File: src/rtl/dii_package.sv
// Shared DII flit types: a flit is {last, first, data}, stored as one packed word.
package dii_package;
  localparam int DII_FLIT_WIDTH = 16;

  typedef struct packed {
    logic                      last;
    logic                      first;
    logic [DII_FLIT_WIDTH-1:0] data;
  } dii_flit;
endpackage

File: src/rtl/osd_dii_packet_buffer.sv
// Store-and-forward (or cut-through) FIFO for DII flits between a debug module and its ring port.
// Output is a registered-write / combinational-read view of mem[rd_ptr]; one cycle min latency.
module osd_dii_packet_buffer
  import dii_package::*;
#(
  parameter int WIDTH      = DII_FLIT_WIDTH,
  parameter int DEPTH      = 8,
  parameter int FULLPACKET = 1
) (
  input  logic             clk,
  input  logic             rst,
  input  logic [WIDTH-1:0] in_data,
  input  logic             in_first,
  input  logic             in_last,
  input  logic             in_valid,
  output logic             in_ready,
  output logic [WIDTH-1:0] out_data,
  output logic             out_first,
  output logic             out_last,
  output logic             out_valid,
  input  logic             out_ready
);
  localparam int AW = $clog2(DEPTH);
  localparam logic [AW:0] CNT_FULL = (AW + 1)'(DEPTH);
  localparam logic [AW:0] CNT_ONE  = (AW + 1)'(1);

  dii_flit         mem [DEPTH];
  dii_flit         rd_flit;
  logic [AW-1:0]   rd_ptr;
  logic [AW-1:0]   wr_ptr;
  logic [AW:0]     count;
  logic [AW:0]     pkts;
  logic            push;
  logic            pop;
  logic            pkt_inc;
  logic            pkt_dec;

  // Store-and-forward only offers data once a complete packet (a stored last) is present.
  assign in_ready  = ~rst & (count != CNT_FULL);
  assign out_valid = (count != '0) & ((FULLPACKET == 0) | (pkts != '0));

  assign push    = in_valid & in_ready;
  assign pop     = out_valid & out_ready;
  assign pkt_inc = push & in_last;
  assign pkt_dec = pop & rd_flit.last;

  assign rd_flit   = mem[rd_ptr];
  assign out_data  = rd_flit.data;
  assign out_first = rd_flit.first;
  assign out_last  = rd_flit.last;

  always_ff @(posedge clk) begin
    if (push) begin
      mem[wr_ptr] <= '{last: in_last, first: in_first, data: in_data};
    end
  end

  always_ff @(posedge clk) begin
    if (rst) begin
      rd_ptr <= '0;
      wr_ptr <= '0;
      count  <= '0;
      pkts   <= '0;
    end else begin
      if (push) wr_ptr <= wr_ptr + 1'b1;
      if (pop)  rd_ptr <= rd_ptr + 1'b1;
      unique case ({push, pop})
        2'b10:   count <= count + CNT_ONE;
        2'b01:   count <= count - CNT_ONE;
        default: count <= count;
      endcase
      unique case ({pkt_inc, pkt_dec})
        2'b10:   pkts <= pkts + CNT_ONE;
        2'b01:   pkts <= pkts - CNT_ONE;
        default: pkts <= pkts;
      endcase
    end
  end

`ifndef SYNTHESIS
  // A full buffer with no complete packet can never drain: packet longer than DEPTH.
  always_ff @(posedge clk) begin
    if (!rst && FULLPACKET != 0) begin
      assert (!(count == CNT_FULL && pkts == '0))
        else $error("packet longer than buffer depth in store-and-forward mode");
    end
  end
`endif
endmodule
File: config.mk
export PLATFORM = sky130hd
export DESIGN_NAME = osd_dii_packet_buffer
export DESIGN_NICKNAME = d
export VERILOG_FILES = /design/src/rtl/dii_package.sv /design/src/rtl/osd_dii_packet_buffer.sv
export SDC_FILE = /design/constraint.sdc
export NUM_CORES = 1
export LEC_CHECK = 0
export CORE_ASPECT_RATIO = 0.8
export CORE_MARGIN = 3
export CORE_UTILIZATION = 40
export DETAILED_ROUTE_END_ITERATION = 16
export PLACE_DENSITY_LB_ADDON = 0.25
export SYNTH_ARGS = -nofsm -noshare
export SYNTH_HDL_FRONTEND = slang
export SYNTH_SLANG_ARGS = --single-unit
File: constraint.sdc
create_clock -name clk -period 2.8 [get_ports clk]
set_input_delay 0.42 -clock clk [delete_from_list [all_inputs] [get_ports clk]]
set_output_delay 0.42 -clock clk [all_outputs]
set_load 0.02 [all_outputs]
==> results of run 1 <==
[tightest hold or removal path: stages, from the launching register on]
cell     delay, ps
dfxtp_1        320
o31ai_1         70
a21oi_1         60
[flip-flops by register name, indices dropped and copies added (netlist names), named ones only]
name / cells
count: 4
mem: 144
pkts: 4
rd_ptr: 3
wr_ptr: 3
[worst max-delay path by stage]
stage                     startpoint       to  slack (ps)  depth (start not counted)
after detailed placement   out_ready  pkts[3]        -140                          9
final                      flip-flop  pkts[3]          90                          9
after floorplan            flip-flop  pkts[3]          30                         10
after CTS                  flip-flop  pkts[3]          20                          9
after global routing       flip-flop  pkts[3]         0.6                          9
after global placement     out_ready  pkts[3]         -60                          9
[stage by stage]
step | std cells | utilization, % | setup slack [ps] | hold WS [ps]
after floorplan | 317 | - | 34.10 | 446.7
after global placement | 585 | 47.37 | -60.63 | 471.5
after detailed placement | 585 | 47.37 | -141.0 | 480.7
after CTS | 618 | 51.95 | 21.73 | 496.1
after global routing | 619 | 52.02 | 0.6255 | 514.0
final | 619 | 52.02 | 92.41 | 493.4
[cells in the final DEF (no fill, tap or decap), types with 2 or more instances in the layout]
master | netlist | final
xnor2_1 | 2 | 2
inv_6 | 0 | 2
mux2_2 | 20 | 19
nand2_1 | 7 | 7
clkdlybuf4s50_1 | 0 | 24
nor4_1 | 3 | 2
nor3_2 | 0 | 4
nor2_1 | 17 | 17
a21oi_1 | 8 | 7
nor3_1 | 6 | 2
edfxtp_1 | 144 | 144
buf_4 | 1 | 29
ha_1 | 8 | 6
dlygate4sd2_1 | 0 | 17
nand2b_1 | 2 | 2
and3_1 | 2 | 2
nand3_1 | 2 | 2
bufinv_16 | 0 | 7
mux4_2 | 36 | 36
clkinv_1 | 0 | 3
nor2b_1 | 2 | 2
inv_1 | 5 | 5
dfxtp_2 | 0 | 3
xor2_1 | 6 | 6
dfxtp_1 | 17 | 13
clkinvlp_4 | 0 | 2
clkbuf_16 | 0 | 17
[what timing repair did]
action	in CTS	in global routing
setup endpoints to repair	17	2
gates resized for setup	21	3
gates cloned	1	0
pin swaps	0	0
setup buffers	0	1
[synthesized netlist by cell type (all sizes together)]
library cell / count
nor2: 17
nand3: 2
xor2: 6
buf: 9
nor4b: 1
o31ai: 1
xnor2: 3
mux2i: 1
dfxtp: 17
a41oi: 1
nand2: 8
clkbuf: 4
ha: 8
and4: 1
mux2: 20
fa: 1
nor3: 6
and3: 2
o21ai: 2
inv: 6
and2: 1
or4: 1
o41ai: 1
edfxtp: 144
or3: 1
or4b: 1
nand2b: 2
or3b: 1
a21oi: 8
nor4: 3
nor2b: 2
mux4: 36
[per-layer routing]
layer | GRT usage, % | share of wire (%) | vias up
met5 | 0 | 0 | -
met4 | 4.230 | 0.89 | 0
met3 | 4.484 | 3.7 | 8
met2 | 22.73 | 49 | 58
met1 | 19.52 | 46 | 1651
li1 | - | - | 1444
[final cells by class]
type	instances	area [um2]	area share (%)
Inverter	6	22.52	0.2836
Clock buffer	17	425.4	5.357
Timing Repair Buffer	73	665.6	8.382
Multi-Input combinational cell	137	1634	20.58
Tap cell	210	262.8	3.309
Sequential cell	161	4672	58.83
Clock inverter	15	259.0	3.261
[report_power, final]
group	internal (mW)	switching [mW]
Combinational	0.119	0.124
Clock	1.76	0.879
Sequential	2.65	0.0205
[cells by family (layout without fill, tap and decap cells)]
kind of cell | after synthesis | count (layout)
buffers and inverters | 19 | 111
multiplexers | 57 | 57
AO/OA/AOI/OAI | 13 | 13
adder cells (fa/ha/maj) | 9 | 9
AND/OR/NAND/NOR | 49 | 49
flip-flops | 161 | 161
XOR/XNOR | 9 | 9
==> reports/qor.txt, run 1 <==
Status: complete, no violations
Crit-path cells: mux4_2 > mux2_4 > nor2b_1 > ha_2 > ha_4 > nand3_1 > and3_1 > or4_1 > a21oi_1
Clock Skew: 6.548 ps
Fin Setup TNS: 0 ps
R2r setup slk: 90 ps
Worst setup EP type: flip-flop
Vias: 3161
Simple-gate share of the synthesized area: 3.920%
Number of buffers created by CTS: 17
Fin nets: 427
Yosys warns: 0
Leading area contributor after synthesis: edfxtp_1
Synth Area in Adders: 1.891%
Pwr Density: 699.0 nW/um2
Post-Synth XOR/XNOR Area: 1.359%
Slew @ Worst Pin: 468.3 ps
Antenna violation net count after detailed routing: 0
Endpoints failing setup: 0
Total Power: 5.551 mW
Fin crit period: 2708 ps
Final instance area: 7941 um2
Total grt overflow: 0
Crit path buf inv count: 0
Hold path depth: 2
Hpwl dp: 7.048 mm
CTS tree: built
Chip Width: 146.9 um
Crit-path leading delay family: multiplexers
Ports: 42
N_diodes: 0
First-pass DRT Iterations: 4
Yosys cell types: 40
Pins Over Slew Limit: 0
Root buffer cell: clkbuf_16
CP max FO: 4
Vias in the first global route: 3305
Top cell type's share of synthesized area: 68.09%
Combinational family with the most area after synthesis: multiplexers
Reported max-cap violation count: 0
Drt first-iter violations: 213
Wirelength per Cell: 19.00 um
Mapped Area: 6351 um2
Worst reg2reg path depth: 9
Residual DRC: 0
Hold WC Path Type: reg -> reg
Die ar.: 17440 um2
Vias per inst: 5.107
Syn Inst Count: 317
Largest net degree at the start of global routing: 35
Leakage power: 2.605 nW
WS Path Type: reg -> reg
Share of cells above drive strength 1: 32.52%
Hold endpoint: pkts[3]
H-tree depth: 4
Area contributors post-synth: edfxtp_1 68%, mux4_2 13%, dfxtp_1 5.4%
Placer Congestion: 0.7118
Port Buf Inserts: 41
Initial antenna violation count: 0
Cell Rows: 40
Core area: 15260 um2
Sequential share of the synthesized area: 73.44%
First-pass GRT wire length: 18.68 mm
Fin crit share: 96.70%
Area growth syn-to-layout: 25.04%
Overall die height: 118.7 um
Num Clock Sinks: 161
Max incr delay on CP: 520 ps
Post-synthesis mux area share: 16.47%
Slowest stage cell, crit path: mux4_2
Synth Net Count: 348
Reg2reg end: pkts[3]
RSZ-0062 raised after global routing: false
Max Fclk: 369.3 MHz
#FFs+latches synth: 161
Max Root-Sink Buffers: 2
Avg Inst Size Synth: 20.03 um2
Maximum vdd drop: 0.0004568 V
Hold Path Origin: pkts[3]
CTS Hold Bufs: 0
Synth Area in Compound Gates: 1.182%
CP Data Required Time: 3150 ps
Clock latency on the worst-skew pair: 410 ps
Startpoint types: flip-flop
Slew margin rel.: 68.49%
Gr usage total: 14.46%
Placed standard-cell area: 7231 um2
Final hold vios: 0
Filler Cells Inserted: 1213
Arrival time worst endpoint: 3050 ps
Initial Utilization: 41.61%
Detailed Route WL: 11.76 mm
Clock transition at the registers of the reported paths: 60 ps
Note: power is estimated with default switching activity, not from simulation.
==> run 2: changes to the inputs <==
CORE_ASPECT_RATIO = default   (was 0.8)
==> run 2 against run 1 <==
Non-clock buffer count increased by 3; first-iteration DRC count decreased by 8.9%; global-route usage increased by 0.13 points; worst setup slack improved by 8.9 ps; critical path depth decreased by 4; critical endpoint is now out_data[5]; largest cell class unchanged; highest routed layer unchanged.
==> reports/qor.txt, run 2 (synthesis gave the netlist of run 1 again) <==
Pwr Density: 656.9 nW/um2 (-6.0%)
Vias: 3168 (+0.22%)
Internal power: 4.147 mW (-8.4%)
Met3 GRT Util: 4.122% (-0.36 points)
Slew @ Worst Pin: 364.0 ps (-104.3 ps)
Pins Over Slew Limit: 0 (unchanged)
Antenna violation net count after detailed routing: 0 (unchanged)
Vias per inst: 5.101 (-0.10%)
Arrival time worst endpoint: 2280 ps (-770 ps)
Startpoint types: flip-flop
Hold path depth: 2 (unchanged)
First-pass GRT wire length: 19.08 mm (+2.1%)
CP max FO: 20 (+16)
Area growth syn-to-layout: 23.50%
Overall die height: 132.0 um (+11%)
H-tree depth: 4 (unchanged)
Die ar.: 17430 um2 (about the same)
Worst setup EP type: output pin
Regs by FF count: mem: 144 flops, count: 4 flops, pkts: 4 flops
Clk pwr share: 43.4% (-4.1 points)
Status: complete, no violations
Cell Rows: 45 (+13%)
Clock Skew: 11.29 ps (+4.745 ps)
Num Clock Sinks: 161 (unchanged)
Sw frac: 19.52% (+1.1 points)
Clock transition at the registers of the reported paths: 60 ps (about the same)
Most frequent cells in the layout: 144 x edfxtp_1, 36 x mux4_2, 33 x buf_4
Hpwl dp: 7.380 mm (+4.7%)
Busiest grt layer: met2
Placer Congestion: 0.6832 (-4.0%)
Port Buf Inserts: 41 (unchanged)
Final instance area: 7844 um2 (-1.2%)
Met2 Use GR: 23.95% (+1.2 points)
Comb power frac: 4.7% (+0.3 points)
CTS tree: built
Fin nets: 430 (+0.70%)
Detailed Route WL: 11.93 mm (+1.4%)
First-pass DRT Iterations: 4 (unchanged)
Reported max-cap violation count: 0 (unchanged)
Met1 Track Usage GR: 18.90% (-0.62 points)
Leakage power: 2.570 nW (-1.4%)
CP Data Required Time: 2380 ps (-770 ps)
Commonest non-fill, non-tap cell in the layout: edfxtp_1
Endpoints failing setup: 0 (unchanged)
Chip Width: 132.0 um (-10%)
Wirelength per Cell: 19.21 um (+1.1%)
Max incr delay on CP: 520 ps (about the same)
Residual DRC: 0 (unchanged)
Placement Setup Slack: -136.2 ps (+4.810 ps)
Max Root-Sink Buffers: 2 (unchanged)
Slew margin rel.: 75.51% (+7.0 points)
Number of buffers created by CTS: 17 (unchanged)
Crit-path cells: buf_4 > buf_12 > mux4_2 > mux2_2 > dlygate4sd2_1
Initial Utilization: 41.32% (-0.29 points)
CTS Hold Bufs: 0 (unchanged)
Core area: 15370 um2 (+0.70%)
Switching power: 1.006 mW (-1.8%)
Biggest register: mem
Hold WS: 498.8 ps (+5.374 ps)
Ports: 42 (unchanged)
WS Path Type: reg -> out
Root buffer cell: clkbuf_16
Final hold vios: 0 (unchanged)
Reg power frac: 51.9% (+3.8 points)
Vias in the first global route: 3436 (+4.0%)
Total grt overflow: 0 (unchanged)
Max Fclk: 370.6 MHz (+0.33%)
Largest register FFs: 144 (unchanged)
Placed standard-cell area: 7249 um2 (+0.26%)
Gr usage total: 14.59% (+0.13 points)
Maximum vdd drop: 0.0004297 V (-5.9%)
RSZ-0062 raised after global routing: false
Final core utilization: 51.03% (-0.99 points)
Fin crit share: 96.38% (-0.32 points)
Slowest stage cell, crit path: mux4_2
Worst setup margin: 101.3 ps (+8.908 ps)
Hold WC Path Type: reg -> reg
Worst reg2reg path depth: 9 (unchanged)
Fin cells: 621 (+0.32%)
Fin crit period: 2699 ps (-8.908 ps)
Clock latency on the worst-skew pair: 420 ps (about the same)
Cells after DPL: 590 (+0.85%)
Drt first-iter violations: 194 (-8.9%)
N_diodes: 0 (unchanged)
Largest net degree at the start of global routing: 21 (-40%)
Share of cells above drive strength 1: 33.41% (+0.90 points)
Initial antenna violation count: 0 (unchanged)
[run 2: cell count changes in the layout (fill, tap and decap cells not counted)]
cell       before  now
and3_4          0    1
inv_6           2    0
buf_16          1    0
buf_8           0    1
ha_1            6    5
ha_2            1    2
clkinv_2        1    5
buf_6           1    0
clkinv_4        0    1
and3_1          2    1
buf_4          29   33
bufinv_16       7    3
clkinv_1        3    2
[run 2: critical path: cells and delay by family (launching register included)]
kind	cells	cell delay [ps]
flops	1	360
mux	2	820
buf+inv	3	660
[run 2: stage by stage]
stage | power, mW | setup TNS (ps)
after floorplan | 2.841 | 0
after CTS | 5.211 | 0
after global placement | 2.971 | -33.17
after global routing | 5.316 | 0
after detailed placement | 2.977 | -136.2
final | 5.153 | 0
[run 2: per-layer routing]
metal	part of all wire [%]	vias to the layer above	wire [um]
met5	0	-	0
li1	-	1442	-
met4	0.99	0	118
met2	50	59	6012
met3	3.3	8	398
met1	45	1659	5398
[run 2: final cells by class]
cell class	count	area (um2)
Multi-Input combinational cell	137	1642
Tap cell	211	264.0
Clock inverter	13	146.4
Clock buffer	17	425.4
Timing Repair Buffer	76	671.9
Sequential cell	161	4672
Fill cell	1251	7527
Inverter	6	22.52
[run 2: worst paths after layout]
| check | endpoint | slack [ps] | startpoint |
|---|---|---|---|
| worst min register to register | rd_ptr[1] | 500 | rd_ptr[1] |
| worst max-delay path | out_data[5] | 100 | flip-flop |
| worst min-delay path | rd_ptr[1] | 500 | rd_ptr[1] |
| worst max register to register | pkts[3] | 100 | flip-flop |
[run 2: power groups by stage]
stage / clock network (mW) / logic (mW) / registers [mW]
after floorplan: 0 / 0.124 / 2.72
after global placement: 0 / 0.250 / 2.72
after detailed placement: 0 / 0.255 / 2.72
after CTS: 2.29 / 0.246 / 2.67
after global routing: 2.38 / 0.265 / 2.67
final: 2.24 / 0.243 / 2.67
[run 2: repair_timing]
| action | 4_1_cts | 5_1_grt |
|---|---|---|
| gates resized for setup | 24 | 5 |
| endpoints found under the setup margin | 18 | 3 |
| pin swaps | 0 | 1 |
| setup buffers | 0 | 1 |
| hold endpoints to repair | 0 | 0 |
